`src/rtl/ram_pkg.sv`:
```
// Shared definitions for the RAM read-modify-write controller.
//   RAM_DEPTH_DEFAULT : default RAM depth in 32-bit words
//   size_t / SZ_*     : request size encodings
//   state_e           : controller FSM states
package ram_pkg;

  localparam int unsigned RAM_DEPTH_DEFAULT = 4096;
  localparam int unsigned XLEN              = 32;

  typedef logic [1:0] size_t;

  localparam size_t SZ_BYTE    = 2'b00;
  localparam size_t SZ_HALF    = 2'b01;
  localparam size_t SZ_WORD    = 2'b10;
  localparam size_t SZ_ILLEGAL = 2'b11;

  typedef enum logic [1:0] {
    ST_IDLE,
    ST_READ,
    ST_WRITE,
    ST_RESP
  } state_e;

endpackage

```
`src/rtl/ram_lane_merge.sv`:
```
// Combinational byte/half/word lane handling for sub-word RAM access.
//   old_word  : word read from RAM
//   wdata     : right-justified store data
//   size      : access size (SZ_*)
//   byte_off  : addr[1:0] of the access
//   zero_ext  : 1 = zero-extend loads, 0 = sign-extend
//   new_word  : old_word with the addressed lane replaced by wdata
//   rdata     : addressed lane shifted to bit 0 and extended
module ram_lane_merge
  import ram_pkg::*;
(
  input  logic [XLEN-1:0] old_word,
  input  logic [XLEN-1:0] wdata,
  input  size_t           size,
  input  logic [1:0]      byte_off,
  input  logic            zero_ext,
  output logic [XLEN-1:0] new_word,
  output logic [XLEN-1:0] rdata
);

  logic [4:0]  byte_shift;
  logic [4:0]  half_shift;
  logic [7:0]  lane_b;
  logic [15:0] lane_h;

  // Bit offset of the addressed lane; half lanes ignore addr[0].
  assign byte_shift = {byte_off, 3'b000};
  assign half_shift = {byte_off[1], 4'b0000};
  assign lane_b     = old_word[byte_shift +: 8];
  assign lane_h     = old_word[half_shift +: 16];

  // Merge: replace only the addressed bits.
  always_comb begin
    new_word = old_word;
    case (size)
      SZ_BYTE: new_word[byte_shift +: 8]  = wdata[7:0];
      SZ_HALF: new_word[half_shift +: 16] = wdata[15:0];
      SZ_WORD: new_word                   = wdata;
      default: new_word                   = old_word;
    endcase
  end

  // Extract: lane to bit 0, then extend.
  always_comb begin
    rdata = '0;
    case (size)
      SZ_BYTE: rdata = zero_ext ? {24'b0, lane_b} : {{24{lane_b[7]}}, lane_b};
      SZ_HALF: rdata = zero_ext ? {16'b0, lane_h} : {{16{lane_h[15]}}, lane_h};
      SZ_WORD: rdata = old_word;
      default: rdata = '0;
    endcase
  end

endmodule

```
`src/rtl/ram_rmw_ctrl.sv`:
```
// Request-side controller for a 32-bit word RAM without byte enables.
// Loads read and extract a lane; sub-word stores read-modify-write;
// word stores write directly. One response per request with an error flag.
//   clk, rst                 : clock, synchronous active-high reset
//   req_valid_i/req_ready_o  : request handshake (ready only in IDLE)
//   req_we_i, req_size_i, req_unsigned_i, req_addr_i, req_wdata_i : request
//   rsp_valid_o/rsp_ready_i  : response handshake
//   rsp_rdata_o, rsp_err_o   : response payload
//   ram_we_o, ram_addr_o, ram_wdata_o, ram_rdata_i : RAM port
module ram_rmw_ctrl
  import ram_pkg::*;
#(
  parameter int unsigned DEPTH = RAM_DEPTH_DEFAULT
) (
  input  logic            clk,
  input  logic            rst,
  input  logic            req_valid_i,
  output logic            req_ready_o,
  input  logic            req_we_i,
  input  logic [1:0]      req_size_i,
  input  logic            req_unsigned_i,
  input  logic [XLEN-1:0] req_addr_i,
  input  logic [XLEN-1:0] req_wdata_i,
  output logic            rsp_valid_o,
  input  logic            rsp_ready_i,
  output logic [XLEN-1:0] rsp_rdata_o,
  output logic            rsp_err_o,
  output logic            ram_we_o,
  output logic [XLEN-1:0] ram_addr_o,
  output logic [XLEN-1:0] ram_wdata_o,
  input  logic [XLEN-1:0] ram_rdata_i
);

  state_e          state_q, state_d;
  logic [XLEN-1:0] addr_q, addr_d;
  logic [XLEN-1:0] wdata_q, wdata_d;
  size_t           size_q, size_d;
  logic            we_q, we_d;
  logic            uns_q, uns_d;
  logic            rsp_valid_q, rsp_valid_d;
  logic [XLEN-1:0] rsp_rdata_q, rsp_rdata_d;
  logic            rsp_err_q, rsp_err_d;
  logic            ram_we_q, ram_we_d;
  logic [XLEN-1:0] ram_wdata_q, ram_wdata_d;
  logic            req_err;
  logic [XLEN-1:0] merged_word;
  logic [XLEN-1:0] load_data;

  ram_lane_merge u_lane (
    .old_word (ram_rdata_i),
    .wdata    (wdata_q),
    .size     (size_q),
    .byte_off (addr_q[1:0]),
    .zero_ext (uns_q),
    .new_word (merged_word),
    .rdata    (load_data)
  );

  // Alignment, size and range check on the incoming request.
  always_comb begin
    req_err = 1'b0;
    case (req_size_i)
      SZ_BYTE: req_err = 1'b0;
      SZ_HALF: req_err = req_addr_i[0];
      SZ_WORD: req_err = |req_addr_i[1:0];
      default: req_err = 1'b1;
    endcase
    if (req_addr_i[31:2] >= 30'(DEPTH)) req_err = 1'b1;
  end

  // State and datapath registers.
  always_ff @(posedge clk) begin
    if (rst) begin
      state_q     <= ST_IDLE;
      addr_q      <= '0;
      wdata_q     <= '0;
      size_q      <= SZ_BYTE;
      we_q        <= 1'b0;
      uns_q       <= 1'b0;
      rsp_valid_q <= 1'b0;
      rsp_rdata_q <= '0;
      rsp_err_q   <= 1'b0;
      ram_we_q    <= 1'b0;
      ram_wdata_q <= '0;
    end else begin
      state_q     <= state_d;
      addr_q      <= addr_d;
      wdata_q     <= wdata_d;
      size_q      <= size_d;
      we_q        <= we_d;
      uns_q       <= uns_d;
      rsp_valid_q <= rsp_valid_d;
      rsp_rdata_q <= rsp_rdata_d;
      rsp_err_q   <= rsp_err_d;
      ram_we_q    <= ram_we_d;
      ram_wdata_q <= ram_wdata_d;
    end
  end

  // Next-state and next-register logic.
  always_comb begin
    state_d     = state_q;
    addr_d      = addr_q;
    wdata_d     = wdata_q;
    size_d      = size_q;
    we_d        = we_q;
    uns_d       = uns_q;
    rsp_valid_d = rsp_valid_q;
    rsp_rdata_d = rsp_rdata_q;
    rsp_err_d   = rsp_err_q;
    ram_we_d    = 1'b0;
    ram_wdata_d = ram_wdata_q;

    case (state_q)
      ST_IDLE: begin
        if (req_valid_i) begin
          addr_d  = req_addr_i;
          wdata_d = req_wdata_i;
          size_d  = req_size_i;
          we_d    = req_we_i;
          uns_d   = req_unsigned_i;
          if (req_err) begin
            rsp_valid_d = 1'b1;
            rsp_rdata_d = '0;
            rsp_err_d   = 1'b1;
            state_d     = ST_RESP;
          end else if (req_we_i && (req_size_i == SZ_WORD)) begin
            // Full-word store needs no read; write next cycle.
            ram_we_d    = 1'b1;
            ram_wdata_d = req_wdata_i;
            state_d     = ST_WRITE;
          end else begin
            state_d = ST_READ;
          end
        end
      end

      ST_READ: begin
        if (we_q) begin
          ram_we_d    = 1'b1;
          ram_wdata_d = merged_word;
          state_d     = ST_WRITE;
        end else begin
          rsp_valid_d = 1'b1;
          rsp_rdata_d = load_data;
          rsp_err_d   = 1'b0;
          state_d     = ST_RESP;
        end
      end

      ST_WRITE: begin
        rsp_valid_d = 1'b1;
        rsp_rdata_d = '0;
        rsp_err_d   = 1'b0;
        state_d     = ST_RESP;
      end

      ST_RESP: begin
        if (rsp_ready_i) begin
          rsp_valid_d = 1'b0;
          state_d     = ST_IDLE;
        end
      end

      default: state_d = ST_IDLE;
    endcase
  end

  assign req_ready_o = (state_q == ST_IDLE);
  assign rsp_valid_o = rsp_valid_q;
  assign rsp_rdata_o = rsp_rdata_q;
  assign rsp_err_o   = rsp_err_q;
  // Gate with rst so a write in the reset cycle never reaches the RAM.
  assign ram_we_o    = ram_we_q & ~rst;
  assign ram_addr_o  = addr_q;
  assign ram_wdata_o = ram_wdata_q;

endmodule

```
`config.mk`:
```
export PLATFORM = sky130hd
export DESIGN_NAME = ram_rmw_ctrl
export DESIGN_NICKNAME = d
export VERILOG_FILES = /design/src/rtl/ram_pkg.sv /design/src/rtl/ram_lane_merge.sv /design/src/rtl/ram_rmw_ctrl.sv
export SDC_FILE = /design/constraint.sdc
export NUM_CORES = 1
export LEC_CHECK = 0
export BUFFER_PORTS_ARGS = -buffer_cell sky130_fd_sc_hd__buf_2
export CORE_MARGIN = 4
export CORE_UTILIZATION = 40
export CTS_CLUSTER_DIAMETER = 30
export DETAILED_ROUTE_END_ITERATION = 6
export PLACE_DENSITY = 0.64
export SYNTH_ARGS = -nofsm -noshare
export SYNTH_HDL_FRONTEND = slang
export SYNTH_SLANG_ARGS = --single-unit
```
`constraint.sdc`:
```
create_clock -name clk -period 6.65 [get_ports clk]
set_clock_uncertainty 0.1 [all_clocks]
set_input_delay 0 -clock clk [delete_from_list [all_inputs] [get_ports clk]]
set_output_delay 0 -clock clk [all_outputs]
set_load 0.05 [all_outputs]
```
# --- After elaboration in Yosys (flattened, before gate mapping) ---
# Index checks and enable logic that the tools add are counted.
op_classes:
  add_sub_neg: 2
  order_cmp: 1
  eq_ne: 14
  shift: 6
  mux: 35
  bitwise_logic: 2
  reduce_logical: 12
ops:
  columns: ["op", "n"]
  rows:
  - ["$mux 32", 9]
  - ["$pmux 32 s3", 3]
  - ["$bwmux 32", 2]
  - ["$pmux 32 s2", 1]
  - ["$shift 16x7->32 const A", 1]
  - ["$shift 8x7->32 const A", 1]
  - ["$shiftx 16x7->32", 1]
  - ["$shiftx 32x6->16", 1]
  - ["$shiftx 32x6->8", 1]
  - ["$shiftx 8x7->32", 1]
  - ["$ge 30x13->1 const B", 1]
  - ["$neg 5->7", 2]
  - ["$mux 1", 11]
  - ["$ne 2x2->1 const B", 5]
  - ["$eq 2x2->1 const B", 4]
  - ["$mux 2", 4]
  - ["$pmux 2 s4", 1]
  - ["$reduce_and 4->1", 2]
  - ["$eq 2x1->1 const B", 3]
  - ["$logic_not 2->1", 3]
  - ["$pmux 1 s3", 2]
  - ["$reduce_and 5->1", 1]
  - ["$ne 2x1->1 const B", 2]
  - ["$pmux 1 s4", 1]
  - ["other kinds (8)", 9]
totals:
  reg_bits: 137
  in_bits: 104

# --- Depth between registers and ports, before layout ---
# Gate-level depths: netlist (run 1).
depth:
  depth_word: 6
  depth_mapped: 10

# --- By module ---
# Synthesis (run 1) repeated with hierarchy kept, for this count alone.
hier_totals:
  cells_unflattened: 909
  area_unflattened_um2: 7554.7
by_module_without_submodules:
  columns: ["mod", "n_inst", "cells_per_inst", "area_each_um2", "seq_area_each_um2"]
  rows:
  - ["ram_rmw_ctrl", 1, 645, 5650.4, 2742.6]
  - ["ram_lane_merge", 1, 264, 1904.3, 0.0]

# --- Least setup slack after synthesis (run 1) ---
# No wires, ideal clock.
synth_timing:
  path_type: "register to register"
  startpoint: "register addr_q[1], in the netlist ram_addr_o[1]"
  endpoint: "register ram_wdata_q[12], in the netlist ram_wdata_o[12]"
  setup_time_ns: 0.070
  arrival_ns: 2.712
  required_time_ns: 6.480
  path_slack_ns: 3.768
  stages_incl_launch_ff: 11
  path_buffers: 3
  synth_period_minus_slack_ns: 2.882
  cell_sequence: "dfxtp_1 buf_6 clkbuf_1 inv_1 ha_1 and3b_1 clkbuf_1 and3_1 a2111oi_0 or4_1 a21oi_1"
synth_between:
  elab_chain_cells: 6
synth_rtl:
  columns: ["element", "line_no", "rtl"]
  rows:
  - ["start, declared", "ram_rmw_ctrl.sv:35", "logic [XLEN-1:0] addr_q, addr_d;"]
  - ["start signal, assigned", "ram_rmw_ctrl.sv:87", "addr_q <= addr_d;"]
  - ["$neg 5->7, on equally long branches", "ram_lane_merge.sv:37, ram_lane_merge.sv:36", null]
  - ["$shiftx 16x7->32, or another cell as far along", "ram_lane_merge.sv:37", "SZ_HALF: new_word[half_shift +: 16] = wdata[15:0];"]
  - ["$bwmux 32, on equally long branches", "ram_lane_merge.sv:37, ram_lane_merge.sv:36", null]
  - ["$pmux 32 s3 (*)", "ram_lane_merge.sv:35", "case (size)"]
  - ["$mux 32 (*)", "ram_rmw_ctrl.sv:139", "if (we_q) begin"]
  - ["$pmux 32 s2 (*)", "ram_rmw_ctrl.sv:114", "case (state_q)"]
  - ["end signal, assigned", "ram_rmw_ctrl.sv:96", "ram_wdata_q <= ram_wdata_d;"]
  - ["end, declared", "ram_rmw_ctrl.sv:44", "logic [XLEN-1:0] ram_wdata_q, ram_wdata_d;"]
# Every way passes the cells marked *; elsewhere a longest branch is shown, timed or not. The select of a mux whose other input is x is not followed.
# A chain may end at the register's enable or synchronous reset.

# --- Worst setup path in the final report (run 1) ---
layout_timing:
  startpoint: "register addr_q[0], in the netlist ram_addr_o[0]"
  endpoint: "register ram_wdata_q[17], in the netlist ram_wdata_o[17]"
layout_between:
  elab_chain_cells: 6
layout_rtl:
  columns: ["element", "line_no", "rtl"]
  rows:
  - ["$neg 5->7 (*)", "ram_lane_merge.sv:36", "SZ_BYTE: new_word[byte_shift +: 8] = wdata[7:0];"]
  - ["$shiftx 8x7->32 / $shift 8x7->32 (equally long branches)", "ram_lane_merge.sv:36", null]
  - ["$bwmux 32 (*)", "ram_lane_merge.sv:36", null]
  - ["$pmux 32 s3 (*)", "ram_lane_merge.sv:35", null]
  - ["$mux 32 (*)", "ram_rmw_ctrl.sv:139", null]
  - ["$pmux 32 s2 (*)", "ram_rmw_ctrl.sv:114", null]
# Marked as above.

==> impl_metrics.env, run 1 <==
export IMPL_synth_area_um2=6800
export IMPL_tritoncts="yes"
export IMPL_finalHoldViolCount=0
export IMPL_p_leak_nw=3.95
export IMPL_clock_path_buffers=2
export IMPL_ys_top_cells_by_area="dfxtp_1 (40%), a21oi_1 (9.9%), nand2_1 (8.6%), o2bb2ai_1 (4.1%), mux2_2 (3.0%)"
export IMPL_status="completed"
export IMPL_synth_warnings=0
export IMPL_dieArea_um2=19100
export IMPL_synth_top_flop_cell="dfxtp_1"
export IMPL_cp_arrival_ps=3190
export IMPL_port_buffer_count=203
export IMPL_nNetsFinal=1219
export IMPL_grt_start_max_net_pins=81
export IMPL_power_total_mw=3.84
export IMPL_min_to="rsp_rdata_o[7]$_SDFFE_PP0P_"
export IMPL_synth_seq_cells=137
export IMPL_dpl_instance_area_um2=7850
export IMPL_worstSetupPathType="register to register"
export IMPL_fin_util_pct=57.8
export IMPL_min_path_cells=5
export IMPL_core_area_um2=16600
export IMPL_min_from="ram_rdata_i[7]"
export IMPL_worstSetupEndpointType="register"
export IMPL_grt_pass1_vias=7244
export IMPL_relSlewSlack_pct=10.9
export IMPL_clk_latency_ps=420
export IMPL_fin_area_um2=9620
export IMPL_drive_gt1_share_pct=24.7
export IMPL_routedWlPerCell_um=18.9
export IMPL_gp_congestion=0.884
export IMPL_startpoint="ram_addr_o[0]$_SDFFE_PP0P_"
export IMPL_max_stage_delay_ps=1050
export IMPL_avgSynthCellArea_um2=8.14
export IMPL_fillerInstances=1497
export IMPL_drc=0
export IMPL_design_portCount=204
export IMPL_max_clock_freq_mhz=339
export IMPL_synthDistinctLibCells=63
export IMPL_htreeDepth=4
export IMPL_area_growth_pct=41.5
export IMPL_dp_hpwl_um=16400
export IMPL_cts_setup_buffers=0
export IMPL_finalSetupTns_ps=0
export IMPL_synth_common_cells="nand2_1 (156), dfxtp_1 (137), a21oi_1 (134)"
export IMPL_setup_viol=0
export IMPL_finalCritPeriodShare_pct=44.3
export IMPL_yosysTopAreaCell="dfxtp_1"
export IMPL_crit_path_max_fanout=12
export IMPL_path_clk_slew_ps=60
export IMPL_crit_chain="inv_1 -> ha_1 -> nor4bb_1 -> nand3_1 -> o2111ai_1 -> nand4_1 -> a21oi_1"
export IMPL_hold_path_class="primary input to register"
export IMPL_die_x_um=138
export IMPL_reg2reg_to="ram_wdata_o[17]$_SDFFE_PP0P_"
export IMPL_cap_violations=0
export IMPL_yosysMostFrequentCell="nand2_1"
export IMPL_vdd_ir_drop_worst_mv=0.215
export IMPL_synthArstFlopShare_pct=0
export IMPL_cts_sinks=137
export IMPL_viasPerCell=5.66
export IMPL_rrSetupSlack_ps=3700
export IMPL_die_h_um=138
export IMPL_antenna_found_initial=0
export IMPL_syn_inst=835
export IMPL_report_final_slew_viol_count=0
export IMPL_dp_cells=1194
export IMPL_wirelength_um=25300
export IMPL_initial_core_util_pct=40.8
export IMPL_syn_nets=948
export IMPL_grt_pass1_wl_um=39700
export IMPL_cts_root_buf="clkbuf_16"
export IMPL_powerDensity_nw_per_um2=399
export IMPL_cts_buffers=17
export IMPL_cts_hold_buf=113
export IMPL_reg2reg_depth=7
export IMPL_synth_edff_count=0
export IMPL_fin_crit_ps=2950
export IMPL_ctsResizeCount=0
export IMPL_crit_slowest_cell="nor4bb_1"
export IMPL_ant_nets=0
export IMPL_num_vias=7591
export IMPL_synth_top_area_share_pct=40.4
export IMPL_drtIter0Drc=603
export IMPL_tightestPinTransition_ps=1320
export IMPL_crit_required_ps=6890
export IMPL_grt_usage_pct=25.5
export IMPL_instances_no_fill=1340
export IMPL_yosysSeqAreaShare_pct=40.4
export IMPL_rsz0062_at_grt="false"
export IMPL_drtPass1Iterations=7
export IMPL_overflow=0
export IMPL_rows=47
export IMPL_regToRegStartpoint="ram_addr_o[0]$_SDFFE_PP0P_"
export IMPL_critPathLaunchType="register"
-- placed cells by master, fill, tap and decap left out, types with 3 or more instances in the layout --
| master | count |
|---|---|
| or4_1 | 6 |
| a221oi_1 | 9 |
| clkinv_2 | 4 |
| nor2b_1 | 7 |
| mux2_2 | 18 |
| o211ai_1 | 7 |
| nand2b_1 | 5 |
| a32oi_1 | 8 |
| clkbuf_16 | 17 |
| buf_2 | 202 |
| dlygate4sd3_1 | 113 |
| nor4_1 | 4 |
| bufinv_16 | 5 |
| buf_4 | 13 |
| inv_1 | 13 |
| o21a_1 | 4 |
| a221o_1 | 8 |
| dfxtp_1 | 137 |
| a222oi_1 | 7 |
| and3_1 | 15 |
| nand2_1 | 155 |
| a2bb2oi_1 | 7 |
| a2111oi_1 | 4 |
| nor2_1 | 47 |
| nand4_1 | 11 |
| o21ai_0 | 21 |
| a21oi_1 | 134 |
| o2bb2ai_1 | 32 |
| o2111ai_1 | 16 |
| nor3_1 | 15 |
| nand3b_1 | 3 |
| ha_1 | 8 |
| o21ai_1 | 6 |
| nand3_1 | 11 |
| clkbuf_1 | 5 |
| a311oi_1 | 3 |
-- sequential cells by signal, indices dropped and copies added (netlist names) --
register and flops:
rsp_valid_o 1, state_q 2, ram_we_q 1, we_q 1
rsp_err_o 1, rsp_rdata_o 32, ram_wdata_o 32, ram_addr_o 32
uns_q 1, wdata_q 32, size_q 2
-- cells by family (layout without fill, tap and decap cells) --
kind of cell / Yosys count / after routing / synth area share, %
flops: 137 / 137 / 40.4
buf+inv: 90 / 374 / 5.78
simple gates: 297 / 297 / 20.4
mux: 21 / 21 / 3.61
fa+ha+maj: 9 / 9 / 1.66
compound gates: 281 / 281 / 28.2
other cells: 0 / 1 / 0
-- worst max-delay path by stage --
stage	endpoint	slack, ps
after global placement	ram_wdata_o[24]$_SDFFE_PP0P_	3730
after CTS	ram_wdata_o[25]$_SDFFE_PP0P_	3710
after global routing	ram_wdata_o[23]$_SDFFE_PP0P_	3420
after floorplan	ram_wdata_o[12]$_SDFFE_PP0P_	3770
final	ram_wdata_o[17]$_SDFFE_PP0P_	3700
after detailed placement	ram_wdata_o[25]$_SDFFE_PP0P_	3750
-- area by class of cell --
type / count / area (um^2) / area share [%]
timing repair buffer: 328 / 2240 / 23.3
clock inverter: 9 / 170 / 1.77
tap: 220 / 275 / 2.86
sequential: 137 / 2740 / 28.5
inverter: 14 / 52.6 / 0.547
antenna: 1 / 2.50 / 0.0260
multi-input combinational: 608 / 3670 / 38.2
clock buffer: 23 / 458 / 4.76
-- layer usage --
metal  part of all wire, %  vias to the layer above  GRT usage (%)
met1                    43                     3565           33.3
met2                    46                      343           40.0
li1                      -                     3600              -
met5                     0                        -              0
met4                   4.3                        0           12.8
met3                   7.2                       83           5.46
-- critical path, delay by kind of cell (launching register included) --
kind	cells	cell delay (ps)
flops	1	540
buf+inv	1	150
compound gates	2	370
simple gates	3	1330
fa+ha+maj	1	380
-- metrics by stage --
stage | hold WS, ps | setup WS (ps)
6_report | 28.2 | 3700
3_5_place_dp | 147 | 3750
5_1_grt | 58.1 | 3420
2_1_floorplan | 36.0 | 3770
4_1_cts | 2.80 | 3710
3_3_place_gp | 142 | 3730
-- power by group --
group          switching (mW)  internal (mW)  leakage (nW)
Clock                   0.357          0.673         0.309
Combinational            1.21          0.502          2.53
Sequential              0.114          0.980          1.12
Total                    1.68           2.16          3.95
Power figures use the tool's default switching activity.
==> run 2: changes to the inputs <==
==> constraint.sdc (replaced) <==
create_clock -name clk -period 2.9 [get_ports clk]
set_clock_uncertainty 0.1 [all_clocks]
set_input_delay 0 -clock clk [delete_from_list [all_inputs] [get_ports clk]]
set_output_delay 0 -clock clk [all_outputs]
set_load 0.05 [all_outputs]
==> impl_metrics.env, run 2 (same netlist as run 1, synthesis figures left out) <==
export IMPL_status="completed"
export IMPL_finalHoldViolCount=0
export IMPL_report_final_slew_viol_count=0
export IMPL_crit_slowest_cell="dlygate4sd3_1"
export IMPL_multi_input_area_um2=3670
export IMPL_tightestPinTransition_ps=756
export IMPL_crit_required_ps=3100
export IMPL_setup_viol=0
export IMPL_ant_nets=0
export IMPL_dpl_instance_area_um2=7970
export IMPL_core_area_um2=16600
export IMPL_overflow=0
export IMPL_cap_violations=0
export IMPL_fin_util_pct=59.5
export IMPL_viasPerCell=5.64
export IMPL_antenna_found_initial=0
export IMPL_cts_buffers=17
export IMPL_grt_pass1_wl_um=40400
export IMPL_design_portCount=204
export IMPL_tritoncts="yes"
export IMPL_critPathLaunchType="register"
export IMPL_dp_hpwl_um=17000
export IMPL_die_x_um=138
export IMPL_dieArea_um2=19100
export IMPL_grt_start_max_net_pins=81
export IMPL_initial_core_util_pct=40.8
export IMPL_clock_path_buffers=2
export IMPL_drc=0
export IMPL_rrSetupSlack_ps=200
export IMPL_path_clk_slew_ps=60
export IMPL_max_clock_freq_mhz=370
export IMPL_n_antenna_cell=0
export IMPL_rsz0062_at_grt="false"
export IMPL_routedWlPerCell_um=18.8
export IMPL_nNetsFinal=1245
export IMPL_layout_commonest_cell="buf_2"
export IMPL_powerDensity_nw_per_um2=919
export IMPL_fin_crit_ps=2700
export IMPL_max_stage_delay_ps=630
export IMPL_drtIter0Drc=1014
export IMPL_path_buf_inv=3
export IMPL_drtPass1Iterations=6
export IMPL_fillerInstances=1437
export IMPL_port_buffer_count=203
export IMPL_num_vias=7694
export IMPL_htreeDepth=4
export IMPL_fin_area_um2=9890
export IMPL_crit_path_max_fanout=13
export IMPL_clk_latency_ps=420
export IMPL_rows=47
export IMPL_area_growth_pct=45.6
export IMPL_worstSetupPathType="register to register"
export IMPL_crit_chain="buf_4 -> buf_4 -> mux2_2 -> a222oi_1 -> dlygate4sd3_1 -> o2bb2ai_1"
export IMPL_cp_arrival_ps=2900
export IMPL_p_leak_nw=4.11
export IMPL_relSlewSlack_pct=49.5
export IMPL_register_area_um2=2740
export IMPL_finalSetupTns_ps=0
export IMPL_final_cell_mix="buf_2 (202), nand2_1 (154), dfxtp_1 (137)"
export IMPL_wirelength_um=25700
export IMPL_hold_path_class="primary input to register"
export IMPL_gp_congestion=0.898
export IMPL_finalCritPeriodShare_pct=93.2
export IMPL_drive_gt1_share_pct=25.6
export IMPL_grt_pass1_vias=7324
export IMPL_vdd_ir_drop_worst_mv=0.445
export IMPL_worstSetupEndpointType="register"
export IMPL_critical_path_top_delay_family="buffers and inverters"
export IMPL_die_h_um=138
export IMPL_cts_root_buf="clkbuf_16"
export IMPL_grt_usage_pct=26.0
export IMPL_cts_sinks=137
export IMPL_cpMostUsedCell="buf_4"
-- run 2: cell count changes in the layout (fill, tap and decap cells not counted), sizes merged --
cell	delta
clkinvlp	+1
inv	+1
bufinv	+1
diode	-1
clkinv	-2
clkbuf	-1
dlygate4sd3	+11
buf	+15
-- run 2: repair_timing --
item                       in CTS  in global routing
setup buffers                   0                  0
setup endpoints to repair       0                  4
hold endpoints to repair      134                  0
resized for setup               0                  1
hold buffers                  124                  0
-- run 2: worst min-delay path, delay by kind of cell --
family / cells / cell delay [ps]
AND/OR/NAND/NOR: 1 / 60
AO/OA/AOI/OAI: 3 / 360
buffers and inverters: 1 / 130
-- run 2: layout make-up --
class	count	area share, %
Inverter	14	0.531
Timing Repair Buffer	354	25.0
Clock buffer	22	4.69
Multi-Input combinational cell	608	37.1
Tap cell	220	2.78
Sequential cell	137	27.7
Clock inverter	10	2.16
-- run 2: per-layer routing --
layer | wire length (um) | GRT usage, % | vias up
met5 | 0 | 0 | -
met4 | 1010 | 11.4 | 0
met3 | 2110 | 6.08 | 82
met2 | 12000 | 41.0 | 373
met1 | 10600 | 34.1 | 3587
li1 | - | - | 3652
-- run 2: power breakdown --
group / leakage [nW] / total [mW] / internal [mW] / switching (mW)
clock network: 0.325 / 2.50 / 1.66 / 0.833
registers: 1.12 / 2.51 / 2.25 / 0.268
logic: 2.67 / 4.08 / 1.26 / 2.81
-- run 2: stage by stage --
stage | total power [mW] | instances | hold slack (ps) | setup WS (ps)
after detailed placement | 6.35 | 1209 | 146 | 442
after global routing | 9.56 | 1365 | 91.4 | 74.2
after CTS | 9.06 | 1365 | 16.2 | 174
after global placement | 6.31 | 1209 | 145 | 510
after floorplan | 5.33 | 835 | 36.0 | 17.5
final | 9.09 | 1365 | 71.4 | 197
-- run 2: final timing paths --
path                                     from                          end  cells after the start
setup / recovery   ram_addr_o[1]$_SDFFE_PP0P_  rsp_rdata_o[1]$_SDFFE_PP0P_                      6
hold / removal                 ram_rdata_i[7]  rsp_rdata_o[7]$_SDFFE_PP0P_                      5
setup reg to reg   ram_addr_o[1]$_SDFFE_PP0P_  rsp_rdata_o[1]$_SDFFE_PP0P_                      6
hold reg to reg   ram_addr_o[10]$_SDFFE_PP0P_  ram_addr_o[10]$_SDFFE_PP0P_                      2
==> run 3: changes to the inputs <==
--- a/config.mk
+++ b/config.mk
@@ -7,10 +7,10 @@
 export LEC_CHECK = 0
 export BUFFER_PORTS_ARGS = -buffer_cell sky130_fd_sc_hd__buf_2
 export CORE_MARGIN = 4
-export CORE_UTILIZATION = 40
+export CORE_UTILIZATION = 52
 export CTS_CLUSTER_DIAMETER = 30
 export DETAILED_ROUTE_END_ITERATION = 6
-export PLACE_DENSITY = 0.64
+export PLACE_DENSITY = 0.8
 export SYNTH_ARGS = -nofsm -noshare
 export SYNTH_HDL_FRONTEND = slang
 export SYNTH_SLANG_ARGS = --single-unit
==> constraint.sdc (replaced) <==
create_clock -name clk -period 2.99 [get_ports clk]
set_clock_uncertainty 0.1 [all_clocks]
set_input_delay 0 -clock clk [delete_from_list [all_inputs] [get_ports clk]]
set_output_delay 0 -clock clk [all_outputs]
set_load 0.05 [all_outputs]
==> impl_metrics.env, run 3 (same netlist as run 1, synthesis figures left out) <==
export IMPL_routedWlPerCell_um=20.0
export IMPL_final_cell_mix="buf_2 (202), nand2_1 (155), dfxtp_1 (137)"
export IMPL_htreeDepth=4
export IMPL_critical_path_top_delay_family="buffers and inverters"
export IMPL_crit_path_max_fanout=30
export IMPL_die_x_um=122
export IMPL_cap_violations=0
export IMPL_crit_required_ps=3190
export IMPL_relSlewSlack_pct=48.3
export IMPL_gr_max_usage_layer="met2"
export IMPL_use_met1_pct=42.6
export IMPL_crit_chain="buf_4 -> nand2_1 -> o21a_1 -> a222oi_1 -> dlygate4sd3_1 -> o2bb2ai_1"
export IMPL_grt_pass1_vias=7806
export IMPL_grt_pass1_wl_um=40700
export IMPL_report_final_slew_viol_count=0
export IMPL_drive_gt1_share_pct=25.8
export IMPL_max_clock_freq_mhz=355
export IMPL_core_area_um2=12700
export IMPL_finalCritPeriodShare_pct=94.3
export IMPL_grt_start_max_net_pins=69
export IMPL_dpl_instance_area_um2=7910
export IMPL_fin_area_um2=9750
export IMPL_antenna_found_initial=0
export IMPL_clock_path_buffers=2
export IMPL_rsz0062_at_grt="false"
export IMPL_clk_latency_ps=420
export IMPL_drtIter0Drc=1139
export IMPL_die_h_um=122
export IMPL_path_clk_slew_ps=60
export IMPL_tritoncts="yes"
export IMPL_area_growth_pct=43.5
export IMPL_fillerInstances=892
export IMPL_gp_congestion=0.925
export IMPL_setup_viol=0
export IMPL_dp_hpwl_um=16000
export IMPL_vdd_ir_drop_worst_mv=0.596
export IMPL_critPathLaunchType="register"
export IMPL_gr_usage_met3_pct=8.48
export IMPL_worstSetupEndpointType="register"
export IMPL_cts_sinks=137
export IMPL_wirelength_um=26300
export IMPL_finalHoldViolCount=0
export IMPL_cts_setup_buffers=0
export IMPL_power_total_mw=8.80
export IMPL_viasPerCell=6.21
export IMPL_cp_arrival_ps=3020
export IMPL_cts_root_buf="clkbuf_16"
export IMPL_path_buf_inv=2
export IMPL_ant_nets=0
export IMPL_powerDensity_nw_per_um2=903
export IMPL_finalSetupTns_ps=0
export IMPL_cts_buffers=17
export IMPL_dieArea_um2=15000
export IMPL_hold_path_class="primary input to register"
export IMPL_drtPass1Iterations=6
export IMPL_overflow=0
export IMPL_worstSetupPathType="register to register"
export IMPL_max_stage_delay_ps=610
export IMPL_p_leak_nw=4.06
export IMPL_fin_crit_ps=2820
export IMPL_crit_slowest_cell="dlygate4sd3_1"
export IMPL_design_portCount=204
export IMPL_grt_usage_pct=34.2
export IMPL_initial_core_util_pct=53.4
export IMPL_rows=41
export IMPL_status="completed"
export IMPL_grt_util_met2_pct=54.0
export IMPL_num_vias=8148
export IMPL_layout_commonest_cell="buf_2"
export IMPL_tightestPinTransition_ps=776
export IMPL_nNetsFinal=1238
export IMPL_ctsResizeCount=0
export IMPL_port_buffer_count=203
export IMPL_drc=0
[run 3: timing repair]
item / CTS / global route
hold buffers: 117 / 0
hold endpoints to repair: 134 / 0
setup endpoints to repair: 0 / 0
[run 3: path summary, 6_finish.rpt]
kind,start,endpoint,slack [ps],cells after the start
worst max register to register,size_q[0]$_SDFFE_PP0P_,rsp_rdata_o[6]$_SDFFE_PP0P_,170,6
worst max-delay path,size_q[0]$_SDFFE_PP0P_,rsp_rdata_o[6]$_SDFFE_PP0P_,170,6
worst min-delay path,req_valid_i,rsp_valid_o$_SDFFE_PP0P_,30,4
worst min register to register,ram_addr_o[8]$_SDFFE_PP0P_,ram_addr_o[8]$_SDFFE_PP0P_,350,2
[run 3: power by group]
group / switching (mW) / total, mW / leakage (nW) / internal [mW]
Sequential: 0.270 / 2.45 / 1.12 / 2.18
Clock: 0.823 / 2.37 / 0.323 / 1.55
Combinational: 2.77 / 3.98 / 2.62 / 1.22
Total: 3.86 / 8.80 / 4.06 / 4.94
[run 3: per-layer routing]
metal | part of all wire (%) | wire [um] | vias to the layer above
met2 | 46 | 12100 | 638
met4 | 5.9 | 1560 | 0
li1 | - | - | 3633
met3 | 11 | 2890 | 169
met1 | 37 | 9750 | 3708
met5 | 0 | 0 | -
[run 3: cell type report]
type	instances	area [um^2]	share of cell area, %
antenna	2	5.00	0.0513
clock buffer	21	470	4.83
clock inverter	11	190	1.95
inverter	14	52.6	0.539
multi-input combinational	608	3670	37.6
sequential	137	2740	28.1
tap	172	215	2.21
timing repair buffer	347	2400	24.7
[run 3: metrics by stage]
stage               setup WS (ps)  util [%]  hold slack, ps  instances
floorplan                     108         -            36.0        835
global placement              723      62.2             141       1161
detailed placement            571      62.2             147       1161
CTS                           357      76.6            5.66       1310
global route                 66.4      76.6            65.9       1310
finish                        170      76.6            27.9       1312
[run 3: worst min-delay path, stage by stage]
cell	delay (ps)
buf_2	120
o22ai_1	130
a21oi_1	150
a311oi_1	100
